**src/rtl/fetch_pkg.sv**
```systemverilog
// ---------------------------------------------------------------------------
// fetch_pkg
// Shared definitions for the instruction fetch slice:
//   XLEN / ILEN       : address and instruction widths
//   RESET_PC_DEFAULT  : default address of the first fetched instruction
//   fetch_state_e     : fetch state machine encoding {FETCH, HALT}
//   fetch_entry_t     : one instruction-buffer entry {pc, instr}
//   pc_align()        : clears the byte-offset bits of an address
// Optional feature macro used by the slice: FETCH_MISALIGN_TRAP_EN.
// ---------------------------------------------------------------------------
package fetch_pkg;

    localparam int XLEN = 32;
    localparam int ILEN = 32;

    localparam logic [XLEN-1:0] RESET_PC_DEFAULT = 32'h0000_1000;

    typedef enum logic [0:0] {
        FETCH = 1'b0,
        HALT  = 1'b1
    } fetch_state_e;

    typedef struct packed {
        logic [XLEN-1:0] pc;
        logic [ILEN-1:0] instr;
    } fetch_entry_t;

    // Force a byte address onto a 32-bit word boundary.
    function automatic logic [XLEN-1:0] pc_align(input logic [XLEN-1:0] addr);
        return addr & 32'hFFFF_FFFC;
    endfunction

endpackage

```
**src/rtl/fetch_fifo.sv**
```systemverilog
// ---------------------------------------------------------------------------
// fetch_fifo
// Instruction buffer: DEPTH-entry FIFO of {pc, instr} pairs with head/tail
// pointers and an occupancy count. DEPTH must be a power of two (2 or 4)
// so the pointers wrap naturally.
// Ports:
//   clk, reset     : clock, asynchronous active-high reset
//   flush_i        : discard all entries (takes priority over enq/deq)
//   enq_i          : write enq_entry_i at the tail
//   enq_entry_i    : entry to write
//   deq_i          : advance the head
//   head_o         : head entry, all-zero while empty
//   full_o         : count == DEPTH
//   empty_o        : count == 0
// ---------------------------------------------------------------------------
module fetch_fifo
    import fetch_pkg::*;
#(
    parameter int DEPTH = 2
) (
    input  logic         clk,
    input  logic         reset,
    input  logic         flush_i,
    input  logic         enq_i,
    input  fetch_entry_t enq_entry_i,
    input  logic         deq_i,
    output fetch_entry_t head_o,
    output logic         full_o,
    output logic         empty_o
);

    localparam int PW = $clog2(DEPTH);
    localparam int CW = PW + 1;
    localparam logic [CW-1:0] DEPTH_C = CW'(DEPTH);

    logic [PW-1:0] wr_ptr_q, wr_ptr_d;
    logic [PW-1:0] rd_ptr_q, rd_ptr_d;
    logic [CW-1:0] count_q, count_d;
    fetch_entry_t  mem_q [DEPTH];

    // Next-state for pointers and count; flush wins over enqueue/dequeue.
    always_comb begin
        wr_ptr_d = wr_ptr_q;
        rd_ptr_d = rd_ptr_q;
        count_d  = count_q;
        if (flush_i) begin
            wr_ptr_d = {PW{1'b0}};
            rd_ptr_d = {PW{1'b0}};
            count_d  = {CW{1'b0}};
        end else begin
            if (enq_i) begin
                wr_ptr_d = wr_ptr_q + PW'(1);
            end else begin
                wr_ptr_d = wr_ptr_q;
            end
            if (deq_i) begin
                rd_ptr_d = rd_ptr_q + PW'(1);
            end else begin
                rd_ptr_d = rd_ptr_q;
            end
            case ({enq_i, deq_i})
                2'b10:   count_d = count_q + CW'(1);
                2'b01:   count_d = count_q - CW'(1);
                default: count_d = count_q;
            endcase
        end
    end

    // Pointer and count registers.
    always_ff @(posedge clk or posedge reset) begin
        if (reset) begin
            wr_ptr_q <= {PW{1'b0}};
            rd_ptr_q <= {PW{1'b0}};
            count_q  <= {CW{1'b0}};
        end else begin
            wr_ptr_q <= wr_ptr_d;
            rd_ptr_q <= rd_ptr_d;
            count_q  <= count_d;
        end
    end

    // Entry storage; cleared on reset so no stale entry can ever surface.
    always_ff @(posedge clk or posedge reset) begin
        if (reset) begin
            for (int i = 0; i < DEPTH; i++) begin
                mem_q[i] <= '0;
            end
        end else if (enq_i && !flush_i) begin
            mem_q[wr_ptr_q] <= enq_entry_i;
        end
    end

    assign full_o  = (count_q == DEPTH_C);
    assign empty_o = (count_q == {CW{1'b0}});
    // Present zeros while empty so instr/instr_pc read 0 in and after reset.
    assign head_o  = empty_o ? '0 : mem_q[rd_ptr_q];

endmodule

```
**src/rtl/fetch_unit.sv**
```systemverilog
// ---------------------------------------------------------------------------
// fetch_unit
// Sequential instruction fetch: owns the PC, the FETCH/HALT state machine and
// redirect handling, and feeds a fetch_fifo instruction buffer.
// Ports:
//   clk, reset      : clock, asynchronous active-high reset
//   imem_addr       : byte address to instruction memory (= PC)
//   imem_rdata      : word returned combinationally for imem_addr
//   instr/instr_pc  : buffer head instruction and its PC
//   instr_valid     : buffer head is valid
//   instr_ready     : decode accepts the head this cycle
//   redirect_valid  : one-cycle redirect request
//   redirect_pc     : redirect target
//   misalign        : misaligned-redirect flag (only with FETCH_MISALIGN_TRAP_EN)
// Configuration macro: FETCH_MISALIGN_TRAP_EN. When undefined, redirect
// targets are forced word aligned and the block never halts.
// ---------------------------------------------------------------------------
module fetch_unit
    import fetch_pkg::*;
#(
    parameter logic [XLEN-1:0] RESET_PC  = RESET_PC_DEFAULT,
    parameter int              BUF_DEPTH = 2
) (
    input  logic            clk,
    input  logic            reset,
    output logic [XLEN-1:0] imem_addr,
    input  logic [ILEN-1:0] imem_rdata,
    output logic [ILEN-1:0] instr,
    output logic [XLEN-1:0] instr_pc,
    output logic            instr_valid,
    input  logic            instr_ready,
    input  logic            redirect_valid,
    input  logic [XLEN-1:0] redirect_pc
`ifdef FETCH_MISALIGN_TRAP_EN
    ,
    output logic            misalign
`endif
);

    logic [XLEN-1:0] pc_q, pc_d;
    fetch_state_e    state_q, state_d;
    logic [XLEN-1:0] redirect_tgt_s;
    logic            enq_s;
    logic            deq_s;
    logic            fifo_full_s;
    logic            fifo_empty_s;
    fetch_entry_t    enq_entry_s;
    fetch_entry_t    head_s;

`ifdef FETCH_MISALIGN_TRAP_EN
    logic            misalign_q, misalign_d;
    logic            redirect_misaligned_s;

    assign redirect_tgt_s        = redirect_pc;
    assign redirect_misaligned_s = (redirect_pc[1:0] != 2'b00);
`else
    assign redirect_tgt_s        = pc_align(redirect_pc);
`endif

    // Enqueue decision uses only registered fullness, never instr_ready, so
    // a full buffer stalls for one cycle even when the head is consumed.
    assign enq_s = !fifo_full_s && !redirect_valid && (state_q == FETCH);
    assign deq_s = !fifo_empty_s && instr_ready && !redirect_valid;

    assign enq_entry_s = '{pc: pc_q, instr: imem_rdata};

    // PC next-state: redirect beats sequential advance; +4 wraps at 2^32.
    always_comb begin
        pc_d = pc_q;
        if (redirect_valid) begin
            pc_d = redirect_tgt_s;
        end else if (enq_s) begin
            pc_d = pc_q + 32'd4;
        end else begin
            pc_d = pc_q;
        end
    end

`ifdef FETCH_MISALIGN_TRAP_EN
    // HALT on a misaligned redirect; any aligned redirect returns to FETCH.
    always_comb begin
        state_d    = state_q;
        misalign_d = misalign_q;
        if (redirect_valid) begin
            if (redirect_misaligned_s) begin
                state_d    = HALT;
                misalign_d = 1'b1;
            end else begin
                state_d    = FETCH;
                misalign_d = 1'b0;
            end
        end else begin
            state_d    = state_q;
            misalign_d = misalign_q;
        end
    end

    // Misalign flag register.
    always_ff @(posedge clk or posedge reset) begin
        if (reset) begin
            misalign_q <= 1'b0;
        end else begin
            misalign_q <= misalign_d;
        end
    end

    assign misalign = misalign_q;
`else
    // Without the trap feature there is no way into HALT.
    always_comb begin
        state_d = FETCH;
    end
`endif

    // PC and state registers.
    always_ff @(posedge clk or posedge reset) begin
        if (reset) begin
            pc_q    <= RESET_PC;
            state_q <= FETCH;
        end else begin
            pc_q    <= pc_d;
            state_q <= state_d;
        end
    end

    fetch_fifo #(
        .DEPTH (BUF_DEPTH)
    ) u_fifo (
        .clk         (clk),
        .reset       (reset),
        .flush_i     (redirect_valid),
        .enq_i       (enq_s),
        .enq_entry_i (enq_entry_s),
        .deq_i       (deq_s),
        .head_o      (head_s),
        .full_o      (fifo_full_s),
        .empty_o     (fifo_empty_s)
    );

    assign imem_addr   = pc_q;
    assign instr       = head_s.instr;
    assign instr_pc    = head_s.pc;
    assign instr_valid = !fifo_empty_s;

endmodule

```
**config.mk**
```make
export PLATFORM = sky130hd
export DESIGN_NAME = fetch_unit
export DESIGN_NICKNAME = d
export VERILOG_FILES = /design/src/rtl/fetch_pkg.sv /design/src/rtl/fetch_fifo.sv /design/src/rtl/fetch_unit.sv
export SDC_FILE = /design/constraint.sdc
export NUM_CORES = 1
export LEC_CHECK = 0
export CELL_PAD_IN_SITES_DETAIL_PLACEMENT = 1
export CELL_PAD_IN_SITES_GLOBAL_PLACEMENT = 1
export CORE_MARGIN = 1
export CORE_UTILIZATION = 25
export DETAILED_ROUTE_END_ITERATION = 10
export PLACE_DENSITY_LB_ADDON = 0.15
export SYNTH_ARGS = -nofsm -noshare
export SYNTH_HDL_FRONTEND = slang
export SYNTH_HIERARCHICAL = 1
export SYNTH_SLANG_ARGS = --single-unit
export TNS_END_PERCENT = 30
```
**constraint.sdc**
```tcl
create_clock -name clk -period 4.4 [get_ports clk]
set_clock_uncertainty 0.2 [all_clocks]
set_input_delay 0.44 -clock clk [delete_from_list [all_inputs] [get_ports clk]]
set_output_delay 0.44 -clock clk [all_outputs]
set_load 0.02 [all_outputs]
```
* After elaboration in Yosys (flattened, before gate mapping)
Cells that the tools add are included.
** Word-level totals
- Word-level logic and storage cells :: 48
- Register bits after elaboration :: 164
** Cells by class
- $lt $le $gt $ge :: 3
- Reductions and logical operators :: 12
- Mux-type cells :: 15
- Eq/ne operators :: 3
- Add/subtract/negate cells :: 5
- Bitwise operators :: 2
** Operators by type and width (count)
- 64-bit 2-to-1 mux :: 5
- 128-bit bitwise mux :: 1
- 64-bit demux with 1-bit select :: 1
- 32-bit 2-to-1 mux :: 2
- 32-bit by 3-bit adder with 32-bit output, second input constant :: 1
- 1-bit logical AND :: 5
- 2-bit == test, second input constant :: 2
- 2-bit >= comparator, second input constant :: 2
- 1-bit 2-to-1 mux :: 4
- 1-bit inverter with 2-bit output :: 2
- 2-bit case mux with 2 select lines :: 1
- 2-bit nonzero test :: 2
- 1-bit logical NOT :: 3
- 3-bit nonzero test :: 1
- 1-bit adder, second input constant :: 2
- 2-bit by 1-bit adder with 2-bit output, second input constant :: 1
- 2-bit by 1-bit == test with 1-bit output, second input constant :: 1
- 2-bit logical NOT :: 1
- 2-bit by 1-bit less-than comparator with 1-bit output, second input constant :: 1
- 2-bit 2-to-1 mux :: 1
- 2-bit by 1-bit subtractor with 2-bit output, second input constant :: 1

* Longest topological paths before layout
Gate-level depths: netlist (run 1).
- Word-level depth :: 7
- Mapped depth :: 7
- Gate-level depth less buffers :: 6

* By module
Netlist (run 1), hierarchy kept.
** Modules (own cells, without submodules)
- fetch_fifo :: area each 6237.2 µm², times used 1, cells an instance 433, seq. area each 3303.2 µm²
- fetch_unit :: area each 1775.5 µm², times used 1, cells an instance 206, seq. area each 752.0 µm²

* Worst setup path after synthesis (run 1)
Ideal clock, no wire load.
- Path type :: register to register
- Start point :: register pc_q[2], in the netlist imem_addr[2]
- End point :: register pc_q[20], in the netlist imem_addr[20]
- Path buffers :: 1
- Stages on the path, launching flop included :: 7
- Arrival time :: 2.097 ns
- Path slack :: 2.021 ns
- Data required time :: 4.118 ns
- Cells stage by stage :: dfrtp_1 -> ha_1 -> nand3_1 -> or4_1 -> buf_2 -> or3_1 -> a31oi_1
** Between the ends
- Longest elaborated chain between the ends :: 3
** RTL lines
- start: declaration :: RTL line fetch_unit.sv:40 : logic [XLEN-1:0] pc_q, pc_d;
- start signal: assignment :: RTL line fetch_unit.sv:121 : pc_q <= pc_d;
- 32-bit by 3-bit adder with 32-bit output :: RTL line fetch_unit.sv:73 : pc_d = pc_q + 32'd4;
- 32-bit 2-to-1 mux :: RTL line fetch_unit.sv:72 : end else if (enq_s) begin
- 32-bit 2-to-1 mux :: RTL line fetch_unit.sv:70 : if (redirect_valid) begin
Every way passes these cells. The select of a mux whose other input is x is not followed.
A chain may end at the register's enable or synchronous reset.

* Worst setup path in the final report (run 1)
- Start point :: register u_fifo.rd_ptr_q
- End point :: output port instr[30]
** Between the ends
- Longest elaborated chain between the ends :: 5
** RTL lines
- start: declaration :: RTL line fetch_fifo.sv:37 : logic [PW-1:0] rd_ptr_q, rd_ptr_d;
- start signal: assignment :: RTL line fetch_fifo.sv:73 : rd_ptr_q <= {PW{1'b0}};
- start signal: assignment :: RTL line fetch_fifo.sv:77 : rd_ptr_q <= rd_ptr_d;
- 1-bit inverter with 2-bit output (not written as such) :: RTL line fetch_fifo.sv:96 : assign head_o = empty_o ? '0 : mem_q[rd_ptr_q];
- 64-bit 2-to-1 mux (not written as such) (3 in series) :: RTL line fetch_fifo.sv:96
- 64-bit 2-to-1 mux :: RTL line fetch_fifo.sv:96
- end: declaration :: RTL line fetch_unit.sv:28 : output logic [ILEN-1:0] instr,
Every way passes these cells. The select of a mux whose other input is x is not followed.

==> results of run 1 <==
==> cell usage after synthesis, types with 4 or more instances <==
cell / n
buf_12: 6
buf_4: 4
mux2_4: 60
mux2_2: 69
nor3_1: 5
xnor2_1: 14
nor2_1: 86
buf_2: 8
o21ai_0: 22
buf_1: 5
inv_1: 7
nand2_1: 27
nand3_1: 15
dfrtp_1: 161
mux2i_1: 65
buf_6: 9
nand4_1: 7
and3_1: 6
clkbuf_1: 7
a31oi_1: 10
o311ai_0: 5
or3_1: 5
==> cells by family (layout without fill, tap and decap cells) <==
logic type | Yosys count | in the layout | share of synthesized area
flip-flops | 162 | 162 | 0.506
AND/OR/NAND/NOR | 175 | 175 | 0.105
other | 1 | 6 | 0.000468
XOR/XNOR | 17 | 17 | 0.0186
multiplexers | 194 | 194 | 0.291
buffers and inverters | 47 | 211 | 0.0458
AO/OA/AOI/OAI | 42 | 42 | 0.0315
adder cells (fa/ha/maj) | 1 | 1 | 0.00156
==> metrics by stage <==
step	hold WS, ps	total power, mW	std cells	instance area, um^2
5_1_grt	318	6.56	1210	10500
6_report	303	6.17	1210	10500
3_3_place_gp	286	4.61	1178	9930
4_1_cts	307	6.30	1210	10500
3_5_place_dp	293	4.71	1178	9930
2_1_floorplan	279	3.81	644	8030
==> per-layer routing <==
metal,vias up,share of wire
met5,-,0
met4,0,0.012
met3,21,0.043
met2,139,0.47
met1,2824,0.48
li1,2556,-
==> cell usage in the layout, fill, tap and decap left out, types with 5 or more instances in the layout <==
cell               n
clkdlybuf4s50_1  160
mux2i_1           65
conb_1             6
o311ai_0           5
nor3_1             5
or3_1              5
a31oi_1           10
mux2_4            60
nand4_1            7
mux2_2            69
buf_4              9
nand3_1           15
clkbuf_16         17
xnor2_1           14
nand2_1           27
dfrtp_1          160
and3_1             6
inv_1              6
o21ai_0           22
nor2_1            85
==> power breakdown <==
part / internal, mW / switching [mW]
Sequential: 2.05 / 0.386
Clock: 0.877 / 0.659
Combinational: 1.22 / 0.981
==> layout make-up <==
cell class / count / area [um^2]
Fill cell: 3417 / 21000
Sequential cell: 162 / 4060
Multi-Input combinational cell: 435 / 3620
Timing Repair Buffer: 171 / 1710
Tap cell: 402 / 503
Clock buffer: 19 / 453
Clock inverter: 13 / 150
Inverter: 8 / 35.0
==> sequential cells by signal, indices dropped and copies added (netlist names) <==
| signal | flops |
|---|---|
| u_fifo/mem_q | 128 |
| imem_addr | 30 |
| u_fifo/count_q | 2 |
| u_fifo/rd_ptr_q | 1 |
| u_fifo/wr_ptr_q | 1 |
==> final timing paths <==
path | to | cells after the start | start | slack, ps
setup / recovery | instr[30] | 4 | u_fifo/rd_ptr_q | 1030
hold / removal | u_fifo/mem_q[19] | 1 | u_fifo/mem_q[19] | 300
setup reg to reg | u_fifo/mem_q[16] | 5 | u_fifo/count_q[0] | 1420
hold reg to reg | u_fifo/mem_q[19] | 1 | u_fifo/mem_q[19] | 300
max in group asynchronous | u_fifo/mem_q[80] | 3 | reset | 2730
min in group asynchronous | imem_addr[13] | 3 | reset | 330
==> results.cfg, run 1 <==
[critical_path]
cp.required_ps = 3760
crit_fanout = 45
cpPeakStageDelay_ps = 1040
end_kind = output port
worstSetupStartpointType = flip-flop
crit_chain = buf_12, mux2i_1, nor2_1, clkdlybuf4s50_1
cp_slowest_cell = dfrtp_4
crit_arrival_ps = 2730
crit_family = flip-flops
path_class = reg -> out
timing.critical_path.buf_inv = 2

[die]
core_um2 = 31600
initial_core_util = 0.254
pin_count = 165
die_h_um = 181
row_count = 65
die_w_um = 181
dieArea_um2 = 32800

[finish]
num_antenna_cells = 0
postLayoutCoreUtil = 0.334
synthToLayoutAreaGrowth_pct = 31.4
drive_above_1_share = 0.225
finalNetCount = 864

[route]
viasPerCell = 4.58
drcViolationCount = 0
antenna_left = 0
wl_per_cell_um = 18.6
drt_iter0_drc = 217
vias = 5540
totalWireLength_mm = 22.5
drt-pass1-iter-count = 5

[clocking]
cts_inserted_buffers = 17
clock_latency_ps = 440
clk_pin_slew_ps = 70
cts_tree = built
cts_repair_resize_count = 0
cts_setup_buffers = 0
cts.sinks = 162
cts_max_level = 4
ctsHoldBuffers = 0
cts_buffer_depth = 2
cts_root_buf = clkbuf_16

[timing]
rsz0062_at_grt = false
finalSetupViolCount = 0
finalCriticalPeriod_ps = 3370
setup_ws_ps = 1030
max-slew-margin-rel = 0.329
max_freq_ghz = 0.297
hold_viol = 0
drv_slew = 0
tightest_slew_ps = 997
setup_tns_ps = 0
period_share = 0.765

[global_routing]
grt_first_pass_wirelength_mm = 36.7
gr-usage-all-layers = 0.146
grt_pass1_vias = 6317
grt.overflow.total = 0
globalRouteMet2Util = 0.232
grtUsageMet3 = 0.0335
grt_busiest_layer = met2
antenna_found_initial = 0
grt_util_met1 = 0.197
grt_max_degree = 95

[synthesis]
ys_types = 46
synth_top_cell_by_area = dfrtp_1
yosys-top-cells-area = dfrtp_1 (50%), mux2_4 (11%), mux2_2 (9.7%)
synth_seq_area_share = 0.506
ys_warn_count = 6
synth_flop_cell = dfrtp_1
synth-async-reset-ratio = 1.00
syn-cell-area_um2 = 8010
synth_edf_count = 0
ys_ff_latch = 162
syn_area_per_cell_um2 = 12.5
netlist_instances = 639
yosysTopAreaCellShare = 0.503

[place]
gp_congestion = 0.736
pre_cts_ws_ps = 1050
dp_hpwl_mm = 14.7
port_buffers = 160

[power_and_ir_drop]
power.density_nw_per_um2 = 586
power_leakage_nw = 4.26
peakVddDrop_uv = 263

[min_path]
hp-class = reg -> reg

[run_status]
status = finished clean

[job]
cap_violations = 0
Note: power is estimated with default switching activity, not from simulation.
==> run 2: changes to the inputs <==
clock period = 3.5 ns   (was 4.4 ns; I/O delays follow)
==> run 2 against run 1 <==
  * Via count rose by 1.3%
  * Hold slack got worse by 140 ps
  * Setup slack got worse by 580 ps
  * Count of clock-buffer cells in the layout did not move
  * Combinational power rose by 27%
  * Critical path depth did not move
  * Cell count rose by 0.25%
  * First-iteration DRC count fell by 2.8%
  * Largest cell class unchanged
  * Largest power group unchanged
  * Highest routed layer is now met5
==> results.cfg, run 2 (synthesis results as in run 1) <==
[timing]
max_freq_ghz = 0.329
finalCriticalPeriod_ps = 3040
setup_tns_ps = 0
max-slew-margin-rel = 0.520
hold_viol = 0
tightest_slew_ps = 719
finalSetupViolCount = 0
period_share = 0.869
rsz0062_at_grt = false
drv_slew = 0

[global_routing]
gr-usage-all-layers = 0.145
grt.overflow.total = 0
grt_pass1_vias = 6327
grt_max_degree = 70
grt_first_pass_wirelength_mm = 36.8
antenna_found_initial = 2

[clocking]
ctsHoldBuffers = 0
clock_latency_ps = 430
cts_buffer_depth = 2
cts_repair_resize_count = 0
cts.sinks = 162
cts_root_buf = clkbuf_16
cts_setup_buffers = 0
cts_max_level = 4
cts_tree = built
cts_inserted_buffers = 17
clk_pin_slew_ps = 70

[route]
drt_iter0_drc = 211
antenna_left = 0
drcViolationCount = 0
drt-pass1-iter-count = 4
wl_per_cell_um = 18.7
totalWireLength_mm = 22.7
vias = 5613
viasPerCell = 4.63

[power_and_ir_drop]
p_clk_frac = 0.259
peakVddDrop_uv = 303
power.density_nw_per_um2 = 741
sw_frac_of_total = 0.321
seq_power_share = 0.385
combPwrFrac = 0.356
p_int_mw = 5.35
power_leakage_nw = 4.30
p_sw_mw = 2.53

[die]
pin_count = 165
die_h_um = 181
dieArea_um2 = 32800
core_um2 = 31600
die_w_um = 181
row_count = 65
initial_core_util = 0.254

[finish]
fill_cells = 3403
drive_above_1_share = 0.228
largest_reg_flops = 128
regMostFlops = u_fifo/mem_q
layout_common_cells = dfrtp_1 (160), clkdlybuf4s50_1 (160), nor2_1 (85)
num_antenna_cells = 0
synthToLayoutAreaGrowth_pct = 32.7
finalNetCount = 869
postLayoutCoreUtil = 0.337

[critical_path]
crit_fanout = 27
end_kind = output port
worstSetupStartpointType = flip-flop
cp.required_ps = 2950
path_class = reg -> out
crit_arrival_ps = 2490

[place]
dp_hpwl_mm = 14.9
port_buffers = 160
gp_congestion = 0.754

[min_path]
hp-class = in -> async

[run_status]
status = finished clean

[job]
cap_violations = 0
## run 2: cell types whose count changed in the layout (fill, tap and decap cells not counted)
| cell | previous run | this run |
|---|---|---|
| buf_12 | 2 | 5 |
| buf_4 | 9 | 11 |
| bufinv_16 | 2 | 4 |
| clkinv_2 | 2 | 1 |
| clkinv_4 | 4 | 0 |
| clkinvlp_4 | 1 | 3 |
| inv_8 | 1 | 0 |
## run 2: metal layers
layer | vias up | GRT usage | wire length (um)
li1 | 2565 | - | -
met1 | 2890 | 0.192 | 10800
met2 | 139 | 0.235 | 10500
met3 | 15 | 0.0413 | 1160
met4 | 4 | 0.0315 | 179
met5 | - | 0 | 27
## run 2: path summary, 6_finish.rpt
kind | startpoint | to | slack, ps | cells after the start
worst max-delay path | u_fifo/rd_ptr_q | instr[9] | 460 | 4
worst max register to register | u_fifo/count_q[0] | u_fifo/mem_q[16] | 700 | 5
min in group clk | redirect_pc[12] | imem_addr[12] | 280 | 3
worst min register to register | u_fifo/mem_q[25] | u_fifo/mem_q[25] | 310 | 1
max in group asynchronous | reset | u_fifo/mem_q[73] | 2130 | 3
worst min-delay path | reset | imem_addr[4] | 160 | 2
## run 2: area by class of cell
class	count	area (um^2)	share of cell area
inverters	8	33.8	0.00318
flip-flops and latches	162	4060	0.382
well taps	402	503	0.0473
clock buffers	19	453	0.0426
multi-input cells	435	3620	0.341
repair buffers	176	1780	0.168
clock inverters	11	175	0.0165
## run 2: per-stage QoR
stage / std cells / cell area (um^2) / hold WS (ps) / worst slack [ps] / total power [mW]
CTS: 1213 / 10600 / 167 / 380 / 8.04
floorplan: 644 / 8040 / 216 / 1120 / 4.79
detailed placement: 1183 / 10000 / 295 / 637 / 5.92
global route: 1213 / 10600 / 212 / 310 / 8.38
global placement: 1183 / 10000 / 286 / 730 / 5.81
finish: 1213 / 10600 / 160 / 460 / 7.88
## run 2: critical path, stage by stage (launching register included)
cell and delay (ps):
dfrtp_4 790, buf_4 370, mux2i_1 120, nor2_1 110, clkdlybuf4s50_1 640
## run 2: power by group through the flow
stage | clock network, mW | logic [mW] | registers, mW
2_1_floorplan | 0 | 1.85 | 2.94
3_3_place_gp | 0 | 2.79 | 3.01
3_5_place_dp | 0 | 2.84 | 3.08
4_1_cts | 2.13 | 2.86 | 3.05
5_1_grt | 2.20 | 3.04 | 3.15
6_report | 2.04 | 2.80 | 3.04
==> run 3: changes to the inputs <==
CTS_CLUSTER_DIAMETER = 30   (was default)
REMOVE_ABC_BUFFERS = 1   (was default)
==> run 3 against run 2 <==
  * Count of clock-buffer cells in the layout stayed put
  * Core utilization fell by 0.19 points
  * Critical path depth unchanged
  * Sequential cell count unchanged
  * Routed wire length shrank 0.33%
  * Maximum frequency rose by 2.3%
  * Sequential share of layout area rose by 0.22 points
  * Highest routed layer is now met4
==> results.cfg, run 3 (synthesis results as in run 1) <==
[run_status]
status = finished clean

[finish]
drive_above_1_share = 0.231
layout_common_cells = dfrtp_1 (160), clkdlybuf4s50_1 (159), nor2_1 (85)
regMostFlops = u_fifo/mem_q
largest_reg_flops = 128
layout_commonest_cell = dfrtp_1
synthToLayoutAreaGrowth_pct = 31.9
num_antenna_cells = 0
finalNetCount = 870

[critical_path]
crit_chain = buf_4, mux2i_1, nor2_1, clkdlybuf4s50_1
end_kind = output port
crit_fanout = 24
crit_family = buffers and inverters
path_class = reg -> out
cp_slowest_cell = dfrtp_4
rrSetupSlack_ps = 720
cpPeakStageDelay_ps = 730
worstSetupStartpointType = flip-flop
crit_arrival_ps = 2420
cp.required_ps = 2950
timing.critical_path.buf_inv = 2

[clocking]
cts_buffer_depth = 2
cts_inserted_buffers = 17
clock_latency_ps = 440
cts_repair_resize_count = 0
cts_setup_buffers = 0
cts_root_buf = clkbuf_16
cts.sinks = 162
cts_max_level = 4
ctsHoldBuffers = 0
clk_pin_slew_ps = 70
cts_tree = built

[global_routing]
grt.overflow.total = 0
grt_max_degree = 57
grt_first_pass_wirelength_mm = 36.6
antenna_found_initial = 0
gr-usage-all-layers = 0.145
grt_pass1_vias = 6276

[timing]
max_freq_ghz = 0.337
max-slew-margin-rel = 0.531
finalCriticalPeriod_ps = 2970
setup_ws_ps = 529
hold_viol = 0
tightest_slew_ps = 702
holdWs_ps = 161
setup_tns_ps = 0
period_share = 0.849
finalSetupViolCount = 0
drv_slew = 0
rsz0062_at_grt = false

[die]
die_h_um = 181
initial_core_util = 0.254
dieArea_um2 = 32800
die_w_um = 181
row_count = 65
pin_count = 165
core_um2 = 31600

[min_path]
hp-class = in -> reg

[route]
totalWireLength_mm = 22.6
drt_iter0_drc = 160
antenna_left = 0
vias = 5588
drcViolationCount = 0
wl_per_cell_um = 18.6
drt-pass1-iter-count = 4
viasPerCell = 4.60

[place]
port_buffers = 160
dp_hpwl_mm = 15.1
gp_congestion = 0.700
pre_cts_ws_ps = 694

[power_and_ir_drop]
peakVddDrop_uv = 313
sw_frac_of_total = 0.325
p_sw_mw = 2.52
p_clk_frac = 0.251
p_int_mw = 5.25
power_leakage_nw = 4.29
power.density_nw_per_um2 = 735
combPwrFrac = 0.359
seq_power_share = 0.391

[job]
cap_violations = 0
[run 3: cell types whose count changed in the layout (fill, tap and decap cells not counted), sizes merged]
cell,change
inv,-2
buf,+2
clkinv,+5
clkdlybuf4s50,-1
bufinv,-1
[run 3: path summary, 6_finish.rpt]
path | startpoint | cells past startpoint | end
setup / recovery | u_fifo/rd_ptr_q | 4 | instr_pc[26]
hold / removal | redirect_valid | 2 | u_fifo/rd_ptr_q
setup reg to reg | u_fifo/count_q[0] | 5 | u_fifo/mem_q[15]
hold reg to reg | u_fifo/mem_q[45] | 1 | u_fifo/mem_q[45]
max in group asynchronous | reset | 3 | u_fifo/mem_q[24]
min in group asynchronous | reset | 2 | u_fifo/mem_q[123]
[run 3: layout make-up]
| cell class | instances | area, um^2 |
|---|---|---|
| multi-input combinational | 435 | 3620 |
| timing repair buffer | 177 | 1750 |
| tap | 402 | 503 |
| clock inverter | 13 | 159 |
| inverter | 8 | 35.0 |
| sequential | 162 | 4060 |
| clock buffer | 19 | 443 |
| fill | 3416 | 21000 |
[run 3: power by group through the flow]
stage	Clock [mW]	Sequential, mW	Combinational, mW
2_1_floorplan	0	2.98	1.78
3_3_place_gp	0	3.00	2.76
3_5_place_dp	0	3.07	2.82
4_1_cts	2.03	3.04	2.84
5_1_grt	2.11	3.14	3.02
6_report	1.95	3.04	2.79
[run 3: layer usage]
layer  global-route usage  part of all wire
met1                0.192              0.48
met2                0.234              0.47
met3               0.0383             0.039
met4               0.0397             0.012
met5                    0                 0
[run 3: per-stage QoR]
| step | cells | cell area, um^2 | total power, mW | util |
|---|---|---|---|---|
| after floorplan | 605 | 7690 | 4.76 | - |
| after global placement | 1184 | 9970 | 5.77 | 0.316 |
| after detailed placement | 1184 | 9970 | 5.90 | 0.316 |
| after CTS | 1216 | 10600 | 7.91 | 0.335 |
| after global routing | 1216 | 10600 | 8.27 | 0.335 |
| final | 1216 | 10600 | 7.77 | 0.335 |
